--- src/rtl/tlul_reg_host_arb.sv ---
// tlul_reg_host_arb: round-robin arbiter letting NumHosts TL-UL hosts share one
// single-outstanding TL-UL register device port.
package tlul_pkg;
  typedef struct packed {
    logic        a_valid;
    logic [2:0]  a_opcode;
    logic [2:0]  a_param;
    logic [1:0]  a_size;
    logic [7:0]  a_source;
    logic [31:0] a_address;
    logic [3:0]  a_mask;
    logic [31:0] a_data;
    logic        d_ready;
  } tl_h2d_t;
  typedef struct packed {
    logic        d_valid;
    logic [2:0]  d_opcode;
    logic [2:0]  d_param;
    logic [1:0]  d_size;
    logic [7:0]  d_source;
    logic        d_sink;
    logic [31:0] d_data;
    logic        d_error;
    logic        a_ready;
  } tl_d2h_t;
endpackage

module tlul_reg_host_arb
  import tlul_pkg::*;
#(
  parameter int NumHosts = 2
) (
  input  logic                clk_i,
  input  logic                rst_i,
  input  tl_h2d_t             tl_h_i [NumHosts],
  output tl_d2h_t             tl_h_o [NumHosts],
  output tl_h2d_t             tl_d_o,
  input  tl_d2h_t             tl_d_i,
  output logic [NumHosts-1:0] gnt_o,
  output logic                busy_o
);
  localparam int HW = (NumHosts > 1) ? $clog2(NumHosts) : 1;
  typedef enum logic [1:0] {IDLE, REQ, RSP} state_e;
  state_e state_q, state_d;
  logic [HW-1:0] prio_q, owner_q, winner, gnt_idx;
  logic any_req, gnt_vld, a_ack, d_ack;
  // search downward so the host closest to prio_q is the last (winning) hit
  always_comb begin
    winner = prio_q;
    any_req = 1'b0;
    for (int k = NumHosts - 1; k >= 0; k--) begin
      if (tl_h_i[(int'(prio_q) + k) % NumHosts].a_valid) begin
        winner = HW'((int'(prio_q) + k) % NumHosts);
        any_req = 1'b1;
      end
    end
  end
  // the owner keeps the grant through REQ and RSP; reset forces the idle view at once
  assign gnt_vld = !rst_i && (state_q != IDLE || any_req);
  assign gnt_idx = (state_q == IDLE) ? winner : owner_q;
  assign gnt_o = gnt_vld ? NumHosts'(1) << gnt_idx : '0;
  assign busy_o = state_q != IDLE;
  always_comb begin
    tl_d_o = gnt_vld ? tl_h_i[gnt_idx] : '0;
    if (state_q == RSP) tl_d_o.a_valid = 1'b0;
  end
  assign a_ack = tl_d_o.a_valid & tl_d_i.a_ready;
  assign d_ack = (state_q == RSP) & tl_d_i.d_valid & tl_h_i[owner_q].d_ready;
  always_comb begin
    state_d = (state_q == IDLE) ? (any_req ? (a_ack ? RSP : REQ) : IDLE) :
              (state_q == REQ)  ? (a_ack ? RSP : (tl_h_i[owner_q].a_valid ? REQ : IDLE)) :
                                  (d_ack ? IDLE : RSP);
  end
  always_ff @(posedge clk_i or posedge rst_i) begin
    if (rst_i) begin
      state_q <= IDLE;
      prio_q  <= '0;
      owner_q <= '0;
    end else begin
      state_q <= state_d;
      if (state_q == IDLE && any_req) owner_q <= winner;
      if (a_ack) prio_q <= HW'((int'(gnt_idx) + 1) % NumHosts);
    end
  end
  always_comb begin
    for (int i = 0; i < NumHosts; i++) begin
      tl_h_o[i] = tl_d_i;
      tl_h_o[i].d_valid = tl_d_i.d_valid & (state_q == RSP) & (owner_q == HW'(i));
      tl_h_o[i].a_ready = tl_d_i.a_ready & gnt_o[i] & (state_q != RSP);
    end
  end
  a_req_stable: assert property (@(posedge clk_i) disable iff (rst_i)
    (state_q == REQ) |-> tl_h_i[owner_q].a_valid);
  d_only_in_rsp: assert property (@(posedge clk_i) disable iff (rst_i)
    tl_d_i.d_valid |-> (state_q == RSP));
endmodule

--- config.mk ---
export PLATFORM = sky130hd
export DESIGN_NAME = tlul_reg_host_arb
export DESIGN_NICKNAME = d
export VERILOG_FILES = /design/src/rtl/tlul_reg_host_arb.sv
export SDC_FILE = /design/constraint.sdc
export NUM_CORES = 1
export LEC_CHECK = 0
export CAP_MARGIN = 20
export CORE_AREA = 3 3 162 164
export DETAILED_ROUTE_END_ITERATION = 8
export DIE_AREA = 0 0 165 167
export GPL_ROUTABILITY_DRIVEN = 0
export MAX_ROUTING_LAYER = met4
export SYNTH_ARGS = -nofsm -noshare
export SYNTH_HDL_FRONTEND = slang
export SYNTH_SLANG_ARGS = --single-unit
--- constraint.sdc ---
create_clock -name clk_i -period 2.5 [get_ports clk_i]
set_input_delay 0.5 -clock clk_i [delete_from_list [all_inputs] [get_ports clk_i]]
set_output_delay 0.5 -clock clk_i [all_outputs]
set_load 0.03 [all_outputs]
**Word level (Yosys, flattened, before mapping)**

Cells that the tools add are included.

- Register bits: 4
- Input port bits: 226
- Output and inout port bits: 193
- Word-level logic and storage cells: 61

- Add/sub/neg operators: 2
- $lt $le $gt $ge: 4
- Equality and inequality tests: 3
- Shifts and indexed selects: 1
- Mux-type cells: 27
- Bitwise logic cells: 15
- Reduce and logical (&&, ||, !) cells: 6

Operators by type and width:

| cell | count |
|---|---|
| 86-bit two-way mux | 13 |
| 32-bit by 2-bit >= comparator with 1-bit output, second input constant | 2 |
| 1-bit NOT with 32-bit output | 1 |
| 32-bit NOT | 1 |
| 2-bit two-way mux | 7 |
| 1-bit AND | 9 |
| 1-bit two-way mux | 7 |
| 2-bit >= comparator, second input constant | 2 |
| 1-bit NOT with 2-bit output | 2 |
| 1-bit adder, second input constant | 2 |
| 2-bit by 1-bit == test with 1-bit output, second input constant | 1 |
| 2-bit == test, second input constant | 1 |
| 1-bit logical AND | 2 |
| 2-bit zero test | 1 |
| 2-bit != test, second input constant | 1 |
| 2-bit nonzero test | 1 |
| 1-bit by 1-bit << shifter with 2-bit output, first input constant | 1 |
| 1-bit AND, first input constant | 1 |
| 1-bit zero test | 1 |
| 1-bit logical OR | 1 |
| 1-bit NOT | 1 |

**Logic depth before layout (Yosys ltp)**

- Depth in word-level cells: 19
- Mapped depth: 8
- Depth with buffers taken out: 5

**Worst setup path before layout**

Ideal clock, no wire load.

- Path type: register to output
- Start point: register state_q[0]
- End point: output tl_d_o[46] (netlist name)
- Data arrival time: 1.953 ns
- Data required time: 2.000 ns
- Slack: 0.047 ns
- Stages on the path, launching flop included: 8
- Buffers on the path: 2
- Path through: dfrtp_1 > nor2_2 > inv_2 > o31ai_4 > buf_4 > buf_4 > nand2_1 > a21oi_1

RTL lines:

| what | line | text |
|---|---|---|
| from (decl) | 44 | `state_e state_q, state_d;` |
| from (signal assigned) | 80 | `state_q <= state_d;` |
| to (decl) | 37 | `output tl_h2d_t tl_d_o,` |

==> results.md <==
- H-tree Lvls: 1
- Final wirelength: about 14 mm
- Delay-heaviest family, CP: buffers and inverters
- Final setup violation count: 0
- Busiest grt layer: met2
- Latest clock arrival within the worst-skew pair: ~0.22 ns
- CORE AREA: ~25000 sq um
- Hold slack: between 0.6 and 0.7 ns
- Vias per inst: approximately 3.6
- Post-DP HPWL: between 9 and 10 mm
- IO Pins: between 400 and 500
- Clock slew at reported path FFs: ~0.030 ns
- Max clock buf depth: 2
- CP dominant cell by count: buf_4
- Wire length per cell: around 15 microns
- Worst Tran Pin Value: 0.3654 ns
- CTS tree: done
- Max VDD drop: slightly below 0.5 mV
- CP bufs+invs: 5
- Final hold vios: 0
- Most common cell after layout, fill and taps aside: clkdlybuf4s50_1
- Post-route DRC: 0
- Post-Syn Area: roughly 2300 sq um
- Register bit count reported by yosys: 4
- Layout cells sized above 1: between 30% and 40%
- Fin crit share: 97.96%
- Syn Inst Count: roughly 430
- Final Worst Setup Slack: 0.05103 ns
- Die X: roughly 170 microns
- Num CTS Buffers: 3
- Commonest cells after routing, fill and taps aside: clkdlybuf4s50_1 (176), nand2_1 (164), buf_4 (90)
- Slew headroom: between 70% and 80%
- Largest net degree at the start of global routing: 52
- P&R area growth vs syn: 135.2%
- Layout Skew: ~0.0011 ns
- Hold Crit Class: reg -> reg
- Slowest stage delay, CP: 0.41 ns
- PD cells: 1137 nW/um^2
- Die H: approximately 170 microns
- Antenna Cells: 0
- Initial Util: 9.120%
- Clock root buffer: clkbuf_16
- Yosys warnings: 0
- Max_cap viols: 0
- Port Buf Inserts: about 270
- RSZ-0062 raised after global routing: yes
- Met1 Resource Use GR: under 10%
- Die area: ~28000 sq um
- Met2 GRT Util: around 15%
- Initial drt markers: around 110
- Synth unique cells: 24
- GR Overflow Total: 0
- Worst Path Max Fanout: 5
- DRT Pass-1 Iters: 4
- Via Count: 3459
- Met3 Resource Use GR: between 2 and 2.5%
- Fin. max-slew vios: 0
- Max Freq: 0.4083 GHz
- Slowest cell on crit path: dfrtp_1
- Worst Setup End Kind: output pin
- # rows: 58
- Pre-CTS setup slack: -0.3936 ns
- Final net count: between 800 and 900
- CTS Hold Bufs: 0
- CTS Sinks: 4
- Worst path required time: 2.00 ns
- Syn nets: 654
- Pleak: around 2.3 nW
- Critical path cell sequence: buf_4, o21ai_4, o31ai_4, buf_6, buf_12, buf_4, nor2_1, clkdlybuf4s15_1
- Vias in the first global route: between 3000 and 4000
- Startpoint Class: register
- Initial antenna violation count: 1
- Outcome: completed
- Register area share after synthesis: ~4.4%
- CP arrival: slightly below 2 ns
- Post-route ant nets: 0
- Mapped Avg Cell Area: ~5.3 sq um
- Setup CP Type: reg -> out
- Minimum clock period: 2.449 ns
- Overall routing resource usage: a little under a tenth
- First-pass GRT wire length: approximately 19 mm
path summary, 6_finish.rpt:
kind                            start         end  slack [ns]  depth (start not counted)
max                        state_q[1]  tl_h_o[52]        0.05                          8
min                            prio_q      prio_q        0.62                          2
max reg2reg                state_q[1]  state_q[0]        0.69                          7
min reg2reg                    prio_q      prio_q        0.62                          2
max in group asynchronous       rst_i  state_q[0]        1.73                          3
min in group asynchronous       rst_i      prio_q        0.66                          3
final cells by class:
| type | count | area (sq um) |
|---|---|---|
| Fill cell | 2828 | 19670 |
| Inverter | 3 | 11.26 |
| Sequential cell | 4 | 102.6 |
| Timing Repair Buffer | 322 | 3301 |
| Tap cell | 330 | 412.9 |
| Multi-Input combinational cell | 293 | 1468 |
| Clock buffer | 3 | 75.07 |
metrics by stage:
step	cell area, sq um	util (%)	total power, mW	setup TNS [ns]	std cells
after floorplan	2283	-	2.934	0	428
after global placement	4732	18.90	4.612	-21.47	932
after detailed placement	4732	18.90	4.625	-23.46	932
after CTS	5300	21.17	6.174	-0.06880	953
after global routing	5370	21.45	6.531	-0.2131	955
final	5370	21.45	6.108	0	955
per-layer routing:
metal	share of wire [%]	wire, microns	up-vias
met5	0	0	-
met4	5.3	735	0
met3	12	1637	70
met2	47	6506	224
met1	36	4997	1498
li1	-	-	1667
repair_timing:
action                     4_1_cts  5_1_grt
resized for setup               71       30
gates cloned                     6        1
setup endpoints to repair       89       85
buffers inserted                13        5
pin swaps                       22       10
worst register-to-register path, stage by stage, from the launching register on:
cell and delay, ns:
dfrtp_1 0.41, buf_4 0.16, o21ai_4 0.18, o31a_4 0.23, buf_4 0.14, clkbuf_16 0.19, nor2_1 0.07, nor4_1 0.31
state kept, by name (all words and copies together), names as in the netlist:
signal / flops
state_q: 2
owner_q: 1
prio_q: 1
Yosys cell counts:
| library cell | n | area share [%] |
|---|---|---|
| nand2_1 | 174 | 29 |
| buf_4 | 105 | 35 |
| a21oi_1 | 90 | 20 |
| buf_2 | 13 | 2.8 |
| nor2_1 | 11 | 1.8 |
| clkbuf_1 | 10 | 1.6 |
| dfrtp_1 | 4 | 4.4 |
| inv_1 | 2 | 0.33 |
| nand3_1 | 2 | 0.44 |
| nor2b_1 | 2 | 0.55 |
| o31a_1 | 2 | 0.77 |
| a21boi_1 | 1 | 0.33 |
| a21o_1 | 1 | 0.33 |
| and3_1 | 1 | 0.27 |
| inv_2 | 1 | 0.16 |
| mux2_2 | 1 | 0.49 |
| nand2b_1 | 1 | 0.27 |
| nand4b_1 | 1 | 0.38 |
| nor2_2 | 1 | 0.27 |
| nor3_1 | 1 | 0.22 |
| nor4_1 | 1 | 0.27 |
| o21ai_0 | 1 | 0.22 |
| o21ai_1 | 1 | 0.22 |
| o31ai_4 | 1 | 0.93 |
logic make-up after synthesis:
family,synth area share [%]
muxes,0.4931
and+or+nand+nor,33.10
buffers and inverters,39.51
DFF,4.384
AOI/OAI and AO/OA,22.52
power breakdown:
part	switching [mW]	internal, mW	leakage, nW	total, mW
sequential	0.0430	0.0987	0.0468	0.142
combinational	3.09	2.63	2.19	5.72
clock	0.0444	0.204	0.0370	0.249
total	3.18	2.93	2.27	6.11
(Power assumes the default switching activity.)
